<file path="src/rtl/ikari_gfx_rom_arbiter_if.sv">
// ikari_gfx_rom_arbiter_if
//   Bundles the requester-side toggle handshake and the SDRAM-side toggle
//   handshake of the graphics-ROM arbiter.
//
//   Requester side : req_tgl, req_addr (in to arbiter); ack_tgl, req_data (out)
//   SDRAM side     : sdram_ack, sdram_data (in to arbiter);
//                    sdram_addr, sdram_req (out)
//   Status         : busy, grant_id (out)
//
//   modport slave  : the arbiter's view
//   modport master : the view of whatever surrounds the arbiter
//                    (layer cores + SDRAM controller, or a bench)
interface ikari_gfx_rom_arbiter_if #(
  parameter int NUM_REQ = 3,
  parameter int AW      = 24,
  parameter int DW      = 16,
  parameter int GW      = (NUM_REQ > 1) ? $clog2(NUM_REQ) : 1
);
  logic [NUM_REQ-1:0]    req_tgl;
  logic [NUM_REQ*AW-1:0] req_addr;
  logic [NUM_REQ-1:0]    ack_tgl;
  logic [NUM_REQ*DW-1:0] req_data;
  logic [AW-1:0]         sdram_addr;
  logic                  sdram_req;
  logic                  sdram_ack;
  logic [DW-1:0]         sdram_data;
  logic                  busy;
  logic [GW-1:0]         grant_id;

  modport slave (
    input  req_tgl, req_addr, sdram_ack, sdram_data,
    output ack_tgl, req_data, sdram_addr, sdram_req, busy, grant_id
  );

  modport master (
    output req_tgl, req_addr, sdram_ack, sdram_data,
    input  ack_tgl, req_data, sdram_addr, sdram_req, busy, grant_id
  );
endinterface

</file>
<file path="src/rtl/ikari_gfx_rom_arbiter.sv">
// ikari_gfx_rom_arbiter
//   Shares one SDRAM graphics-ROM channel between the tile fetchers
//   (0 = back1, 1 = back2, 2 = sprites). Toggle req/ack handshake on both
//   sides, round-robin arbitration, a one-entry hit cache per requester
//   (req_data doubles as the cached word), and a single refetch when the
//   requester's address moves while its fetch is in flight.
//
//   Ports:
//     clk        : single clock domain
//     VIDEO_RSTn : asynchronous active-low reset
//     bus        : ikari_gfx_rom_arbiter_if.slave (requester + SDRAM handshakes,
//                  busy, grant_id)
//
//   state  | meaning
//   -------+-----------------------------------------------------------
//   S_IDLE | pick a pending requester; serve hits, issue misses
//   S_WAIT | SDRAM transaction outstanding for requester r_grant_id
module ikari_gfx_rom_arbiter #(
  parameter int NUM_REQ = 3,
  parameter int AW      = 24,
  parameter int DW      = 16
) (
  input logic                    clk,
  input logic                    VIDEO_RSTn,
  ikari_gfx_rom_arbiter_if.slave bus
);
  localparam int GW = (NUM_REQ > 1) ? $clog2(NUM_REQ) : 1;

  typedef enum logic {S_IDLE, S_WAIT} state_t;

  state_t                      r_state;
  state_t                      w_state_nxt;
  logic [GW-1:0]               r_last_grant;
  logic [GW-1:0]               r_grant_id;
  logic [AW-1:0]               r_lat_addr;
  logic                        r_refetched;
  logic [NUM_REQ-1:0][AW-1:0]  r_cache_addr;
  logic [NUM_REQ-1:0]          r_cache_vld;
  logic [NUM_REQ-1:0]          r_ack_tgl;
  logic [NUM_REQ-1:0][DW-1:0]  r_req_data;
  logic [AW-1:0]               r_sdram_addr;
  logic                        r_sdram_req;
  logic                        r_busy;

  logic [NUM_REQ-1:0][AW-1:0]  w_req_addr;
  logic [NUM_REQ-1:0]          w_pending;
  logic                        w_found;
  logic [GW-1:0]               w_winner;
  logic [GW-1:0]               w_idx;
  logic [AW-1:0]               w_win_addr;
  logic [AW-1:0]               w_cur_addr;
  logic                        w_sdram_done;
  logic                        w_hit;
  logic                        w_issue;
  logic                        w_done;
  logic                        w_refetch;

  assign w_req_addr   = bus.req_addr;
  assign w_pending    = bus.req_tgl ^ r_ack_tgl;
  assign w_win_addr   = w_req_addr[w_winner];
  assign w_cur_addr   = w_req_addr[r_grant_id];
  assign w_sdram_done = (bus.sdram_ack == r_sdram_req);

  // Round-robin: first pending index starting just after the last grant.
  always_comb begin
    w_found  = 1'b0;
    w_winner = '0;
    w_idx    = '0;
    for (int k = 1; k <= NUM_REQ; k++) begin
      w_idx = GW'((int'(r_last_grant) + k) % NUM_REQ);
      if (!w_found && w_pending[w_idx]) begin
        w_found  = 1'b1;
        w_winner = w_idx;
      end
    end
  end

  always_ff @(posedge clk or negedge VIDEO_RSTn) begin
    if (!VIDEO_RSTn) r_state <= S_IDLE;
    else             r_state <= w_state_nxt;
  end

  always_comb begin
    w_state_nxt = r_state;
    w_hit       = 1'b0;
    w_issue     = 1'b0;
    w_done      = 1'b0;
    w_refetch   = 1'b0;
    case (r_state)
      S_IDLE: begin
        if (w_found) begin
          if (r_cache_vld[w_winner] && (r_cache_addr[w_winner] == w_win_addr)) begin
            w_hit = 1'b1;
          end else begin
            w_issue     = 1'b1;
            w_state_nxt = S_WAIT;
          end
        end
      end
      S_WAIT: begin
        if (w_sdram_done) begin
          // A second fetch is always accepted so service time stays bounded.
          if ((w_cur_addr == r_lat_addr) || r_refetched) begin
            w_done      = 1'b1;
            w_state_nxt = S_IDLE;
          end else begin
            w_refetch = 1'b1;
          end
        end
      end
      default: w_state_nxt = S_IDLE;
    endcase
  end

  always_ff @(posedge clk or negedge VIDEO_RSTn) begin
    if (!VIDEO_RSTn) begin
      r_last_grant <= GW'(NUM_REQ - 1);
      r_grant_id   <= '0;
      r_lat_addr   <= '0;
      r_refetched  <= 1'b0;
      r_cache_addr <= '0;
      r_cache_vld  <= '0;
      r_ack_tgl    <= '0;
      r_req_data   <= '0;
      r_sdram_addr <= '0;
      r_sdram_req  <= 1'b0;
      r_busy       <= 1'b0;
    end else begin
      if (w_hit) begin
        r_ack_tgl[w_winner] <= bus.req_tgl[w_winner];
        r_last_grant        <= w_winner;
      end
      if (w_issue) begin
        r_lat_addr   <= w_win_addr;
        r_sdram_addr <= w_win_addr;
        r_sdram_req  <= ~r_sdram_req;
        r_grant_id   <= w_winner;
        r_refetched  <= 1'b0;
        r_busy       <= 1'b1;
      end
      if (w_done) begin
        r_req_data[r_grant_id]   <= bus.sdram_data;
        r_cache_addr[r_grant_id] <= r_lat_addr;
        r_cache_vld[r_grant_id]  <= 1'b1;
        r_ack_tgl[r_grant_id]    <= bus.req_tgl[r_grant_id];
        r_last_grant             <= r_grant_id;
        r_busy                   <= 1'b0;
      end
      if (w_refetch) begin
        r_lat_addr   <= w_cur_addr;
        r_sdram_addr <= w_cur_addr;
        r_sdram_req  <= ~r_sdram_req;
        r_refetched  <= 1'b1;
      end
    end
  end

  assign bus.ack_tgl    = r_ack_tgl;
  assign bus.req_data   = r_req_data;
  assign bus.sdram_addr = r_sdram_addr;
  assign bus.sdram_req  = r_sdram_req;
  assign bus.busy       = r_busy;
  assign bus.grant_id   = r_grant_id;
endmodule

</file>
<file path="src/flat_wrapper.sv">
// flat-port wrapper written by rule: the top's interface ports become plain ports
module ikari_gfx_rom_arbiter_flat 
#(
  parameter int NUM_REQ = 3,
  parameter int AW      = 24,
  parameter int DW      = 16
)
  (clk, VIDEO_RSTn, bus_req_tgl, bus_req_addr, bus_sdram_ack, bus_sdram_data, bus_ack_tgl, bus_req_data, bus_sdram_addr, bus_sdram_req, bus_busy, bus_grant_id);
  ikari_gfx_rom_arbiter_if #(.NUM_REQ(NUM_REQ), .AW(AW), .DW(DW)) bus_i ();
  input logic clk;
  input logic VIDEO_RSTn;
  input wire logic [$bits(bus_i.req_tgl)-1:0] bus_req_tgl;
  input wire logic [$bits(bus_i.req_addr)-1:0] bus_req_addr;
  input wire logic [$bits(bus_i.sdram_ack)-1:0] bus_sdram_ack;
  input wire logic [$bits(bus_i.sdram_data)-1:0] bus_sdram_data;
  output wire logic [$bits(bus_i.ack_tgl)-1:0] bus_ack_tgl;
  output wire logic [$bits(bus_i.req_data)-1:0] bus_req_data;
  output wire logic [$bits(bus_i.sdram_addr)-1:0] bus_sdram_addr;
  output wire logic [$bits(bus_i.sdram_req)-1:0] bus_sdram_req;
  output wire logic [$bits(bus_i.busy)-1:0] bus_busy;
  output wire logic [$bits(bus_i.grant_id)-1:0] bus_grant_id;
  assign bus_i.req_tgl = bus_req_tgl;
  assign bus_i.req_addr = bus_req_addr;
  assign bus_i.sdram_ack = bus_sdram_ack;
  assign bus_i.sdram_data = bus_sdram_data;
  assign bus_ack_tgl = bus_i.ack_tgl;
  assign bus_req_data = bus_i.req_data;
  assign bus_sdram_addr = bus_i.sdram_addr;
  assign bus_sdram_req = bus_i.sdram_req;
  assign bus_busy = bus_i.busy;
  assign bus_grant_id = bus_i.grant_id;
  ikari_gfx_rom_arbiter #(.NUM_REQ(NUM_REQ), .AW(AW), .DW(DW)) u_core (.clk(clk), .VIDEO_RSTn(VIDEO_RSTn), .bus(bus_i));
endmodule
</file>
<file path="config.mk">
export PLATFORM = sky130hd
export DESIGN_NAME = ikari_gfx_rom_arbiter_flat
export DESIGN_NICKNAME = d
export VERILOG_FILES = /design/src/rtl/ikari_gfx_rom_arbiter_if.sv /design/src/rtl/ikari_gfx_rom_arbiter.sv /design/src/flat_wrapper.sv
export SDC_FILE = /design/constraint.sdc
export NUM_CORES = 1
export LEC_CHECK = 0
export ABC_CLOCK_PERIOD_IN_PS = 3760
export CORE_MARGIN = 5
export CORE_UTILIZATION = 48
export DETAILED_ROUTE_END_ITERATION = 12
export PLACE_DENSITY_LB_ADDON = 0.3
export RECOVER_POWER = 100
export SKIP_LAST_GASP = 1
export SLEW_MARGIN = 25
export SYNTH_ARGS = -nofsm -noshare
export SYNTH_HDL_FRONTEND = slang
export SYNTH_SLANG_ARGS = --single-unit
</file>
<file path="constraint.sdc">
create_clock -name clk -period 3.76 [get_ports clk]
set_input_delay 0.564 -clock clk [delete_from_list [all_inputs] [get_ports clk]]
set_output_delay 0.564 -clock clk [all_outputs]
set_load 0.02 [all_outputs]
</file>
==> impl_metrics.json <==
{
  "status": "complete, but fails checks",
  "violations": "capacitance limit, slew limit, setup timing",
  "cts_tree": "yes",
  "die_area_mm2": 0.0216,
  "final-setup-viol-count": 9,
  "avgSynthCellArea_um2": 10.7,
  "yosys.area.top_type": "dfrtp_1",
  "grt_overflow_total": 0,
  "ff2ff_setup_slack_ps": -100,
  "crit_chain": "inv_2 > ha_4 > nand2b_4 > o32a_1 > a211o_4 > clkbuf_16 > a21oi_4 > a221o_1 > o2111ai_2 > a2111oi_2 > buf_4 > a21oi_4 > buf_12 > buf_4 > mux2_4 > mux2_2",
  "cpPeakStageDelay_ps": 610,
  "antenna_found_initial": 0,
  "ir_drop_mv": 0.611,
  "yosys.area.top_type_share_pct": 43.5,
  "rr_worst_depth": 16,
  "switching_share_pct": 42.3,
  "fmax_mhz": 259,
  "cts_buffer_depth": 2,
  "post-route-period-util_pct": 103,
  "boundaryPins": 173,
  "skew_ps": 10.8,
  "clk_pin_slew_ps": 70,
  "diodes": 0,
  "slew_headroom_pct": -121,
  "async_reset_ff_share_pct": 100,
  "route.detailed.drc": 0,
  "ctsRootBufferMaster": "clkbuf_16",
  "p_per_area_mw_per_mm2": 990,
  "crit_family": "compound AO/OA/AOI/OAI gates",
  "ant_nets": 0,
  "critPathMaxFanout": 6,
  "ys_seq_area_share_pct": 43.8,
  "place_area_mm2": 0.0118,
  "fin_total_pwr_mw": 12.8,
  "synth_top_flop_cell": "dfrtp_1",
  "min_path_type": "register to register",
  "seqPwrFrac_pct": 24.9,
  "holdPathStages": 1,
  "leakagePower_nw": 5.56,
  "finalCriticalPeriod_ps": 3860,
  "die_w_um": 147,
  "synthCells": 842,
  "firstDrtPassIters": 6,
  "synth_edf_count": 0,
  "clkSinkCount": 158,
  "vias": 8090,
  "hpwl_um": 21000,
  "hold_end": "u_core.r_cache_vld[0]$_DFFE_PN0P_",
  "htreeDepth": 4,
  "end_kind": "register",
  "portBuffers": 172,
  "die_h_um": 147,
  "maxCapViolCount": 1,
  "syn-num-nets": 940,
  "final_nets": 1217,
  "track_usage_pct": 26.9,
  "grt_pass1_vias": 8453,
  "fin_area_mm2": 0.0129,
  "hold_buffers": 0,
  "wl_um": 30200,
  "p_int_mw": 7.39,
  "rows": 50,
  "worst-slew-pin-transition_ps": 3310,
  "finalWorstSetupSlack_ps": -101,
  "fp.coreArea_mm2": 0.0186,
  "yosysWarnings": 0,
  "p_comb_share_pct": 60.1,
  "setup.worst_path.class": "register to register",
  "initial_core_util_pct": 48.6,
  "synth_area_leaders": "dfrtp_1, mux2_2, mux2i_1, xnor2_1, o21ai_0",
  "ys_ff_latch": 158,
  "r2r_start": "u_core.r_last_grant[1]$_DFFE_PN1P_",
  "wire_per_inst_um": 22.1,
  "hold_violations": 0,
  "cts_buffers": 17,
  "clk_latency_ps": 430,
  "startpoint_type": "register",
  "cp.arrival_ps": 4170,
  "finalMaxSlewViolations": 58,
  "area_growth_pct": 43.2,
  "vias_per_cell": 5.92,
  "p_switching_mw": 5.41,
  "cpMaxStageDelayCell": "dfstp_2",
  "netlist_area_mm2": 0.00903,
  "gp_congestion": 0.976,
  "grt_first_pass_wirelength_um": 46100,
  "hold_start": "u_core.r_cache_vld[0]$_DFFE_PN0P_",
  "r2r_end": "u_core.r_lat_addr[14]$_DFFE_PN0P_",
  "yosysUniqueCellTypes": 64,
  "drt_iter0_markers": 876,
  "drive_gt1_share_pct": 29.4,
  "grt_max_degree": 67,
  "critPathBufInv": 5,
  "pwr-share-clk_pct": 15.0,
  "crit_required_ps": 4070,
  "rsz0062_at_grt": "yes"
}
Yosys cell counts (8+ instances only):
cell type  count
buf_2         12
inv_1         31
clkbuf_1      26
mux2i_1       65
dfrtp_1      157
nor4_1         8
nand3b_1       9
nand3_1       21
nand2_1       59
xor2_1        33
nor2_1        24
o21ai_0       66
mux2_2       123
a21oi_1       26
xnor2_1       45
nor3_1        10
o2bb2ai_1      9
cells in the final DEF (no fill, tap or decap), types with 7 or more instances in the layout:
cell type	instances
mux2i_1	64
nand2_1	59
nand4_1	7
nor4_1	7
nand3_1	21
dfrtp_1	157
inv_1	29
buf_4	111
o21ai_0	64
dlygate4sd3_1	78
nand3b_1	9
xor2_1	33
o211ai_1	7
a21oi_1	24
xnor2_1	45
mux2_2	123
o2bb2ai_1	9
buf_12	12
nor2_1	22
clkbuf_16	21
clkdlybuf4s50_1	93
worst register-to-register path, cell delays in order (launching register included):
cell and delay [ps]:
dfstp_2 610, inv_2 80, ha_4 160, nand2b_4 150, o32a_1 330, a211o_4 370
clkbuf_16 170, a21oi_4 120, a221o_1 180, o2111ai_2 130, a2111oi_2 340, buf_4 180
a21oi_4 80, buf_12 170, buf_4 130, mux2_4 280, mux2_2 260
power groups by stage:
stage                     logic, mW  clock network (mW)  registers, mW
after floorplan                3.73                   0           3.50
after global placement         6.94                   0           3.16
after detailed placement       7.05                   0           3.20
after CTS                      7.17                1.94           3.18
after global routing           8.17                2.02           3.28
final                          7.70                1.92           3.19
registers in the layout (all words and copies together) (netlist names):
signal,count
u_core.bus.sdram_req,1
u_core.r_cache_vld,3
u_core.bus.ack_tgl,3
u_core.r_last_grant,2
u_core.r_lat_addr,24
u_core.bus.req_data,48
u_core.r_refetched,1
u_core.r_state,1
u_core.r_cache_addr,72
u_core.bus.grant_id,2
u_core.bus.busy,1
how the worst max path moves through the flow:
stage,start,to,slack (ps),depth (start not counted)
finish,u_core.r_last_grant[1]$_DFFE_PN1P_,u_core.r_lat_addr[14]$_DFFE_PN0P_,-100,16
CTS,u_core.r_last_grant[1]$_DFFE_PN1P_,u_core.r_lat_addr[2]$_DFFE_PN0P_,-60,16
detailed placement,bus_req_tgl[2],u_core.r_lat_addr[6]$_DFFE_PN0P_,-360,14
floorplan,u_core.bus.grant_id[1]$_DFFE_PN0P_,u_core.r_cache_addr[18]$_DFFE_PN0P_,-50,12
global route,u_core.r_last_grant[1]$_DFFE_PN1P_,u_core.r_lat_addr[2]$_DFFE_PN0P_,-220,17
global placement,bus_req_tgl[2],u_core.r_lat_addr[3]$_DFFE_PN0P_,-310,14
per-stage QoR:
step	setup TNS [ps]	hold slack (ps)	worst slack (ps)	std cells	utilization [%]
finish	-541	476	-101	1366	69.6
global route	-12010	492	-222	1366	69.6
CTS	-81.1	119	-61.0	1343	67.4
detailed placement	-19600	454	-360	1308	63.7
global placement	-14120	454	-307	1308	63.7
floorplan	-2500	268	-48.8	842	-
metal layers:
| metal | up-vias | routed length [µm] | GRT usage (%) |
|---|---|---|---|
| met1 | 4013 | 12300 | 34.0 |
| met4 | 0 | 931 | 10.4 |
| met5 | - | 0 | 0 |
| met3 | 77 | 2450 | 7.34 |
| met2 | 400 | 14600 | 44.3 |
| li1 | 3600 | - | - |
kinds of logic (layout without fill, tap and decap cells):
logic type	after synthesis	in the layout	share of synthesized area, %
multiplexers	192	192	23.2
adder cells (fa/ha/maj)	4	4	0.554
flip-flops	158	158	43.8
AND/OR/NAND/NOR	166	166	9.25
XOR/XNOR	78	78	7.57
AO/OA/AOI/OAI	166	166	12.1
buffers and inverters	78	368	3.53
layout make-up:
class / count / area [µm²]
Fill cell: 1341 / 5650
Multi-Input combinational cell: 606 / 4960
Sequential cell: 158 / 3960
Timing Repair Buffer: 305 / 2950
Clock buffer: 17 / 425
Tap cell: 234 / 293
Clock inverter: 15 / 224
Inverter: 31 / 120
repair_timing:
action | CTS | global route
gates cloned | 0 | 5
gates resized for setup | 0 | 36
pin swaps | 1 | 10
buffers inserted | 3 | 19
setup endpoints to repair | 16 | 62
Power figures use the tool's default switching activity.
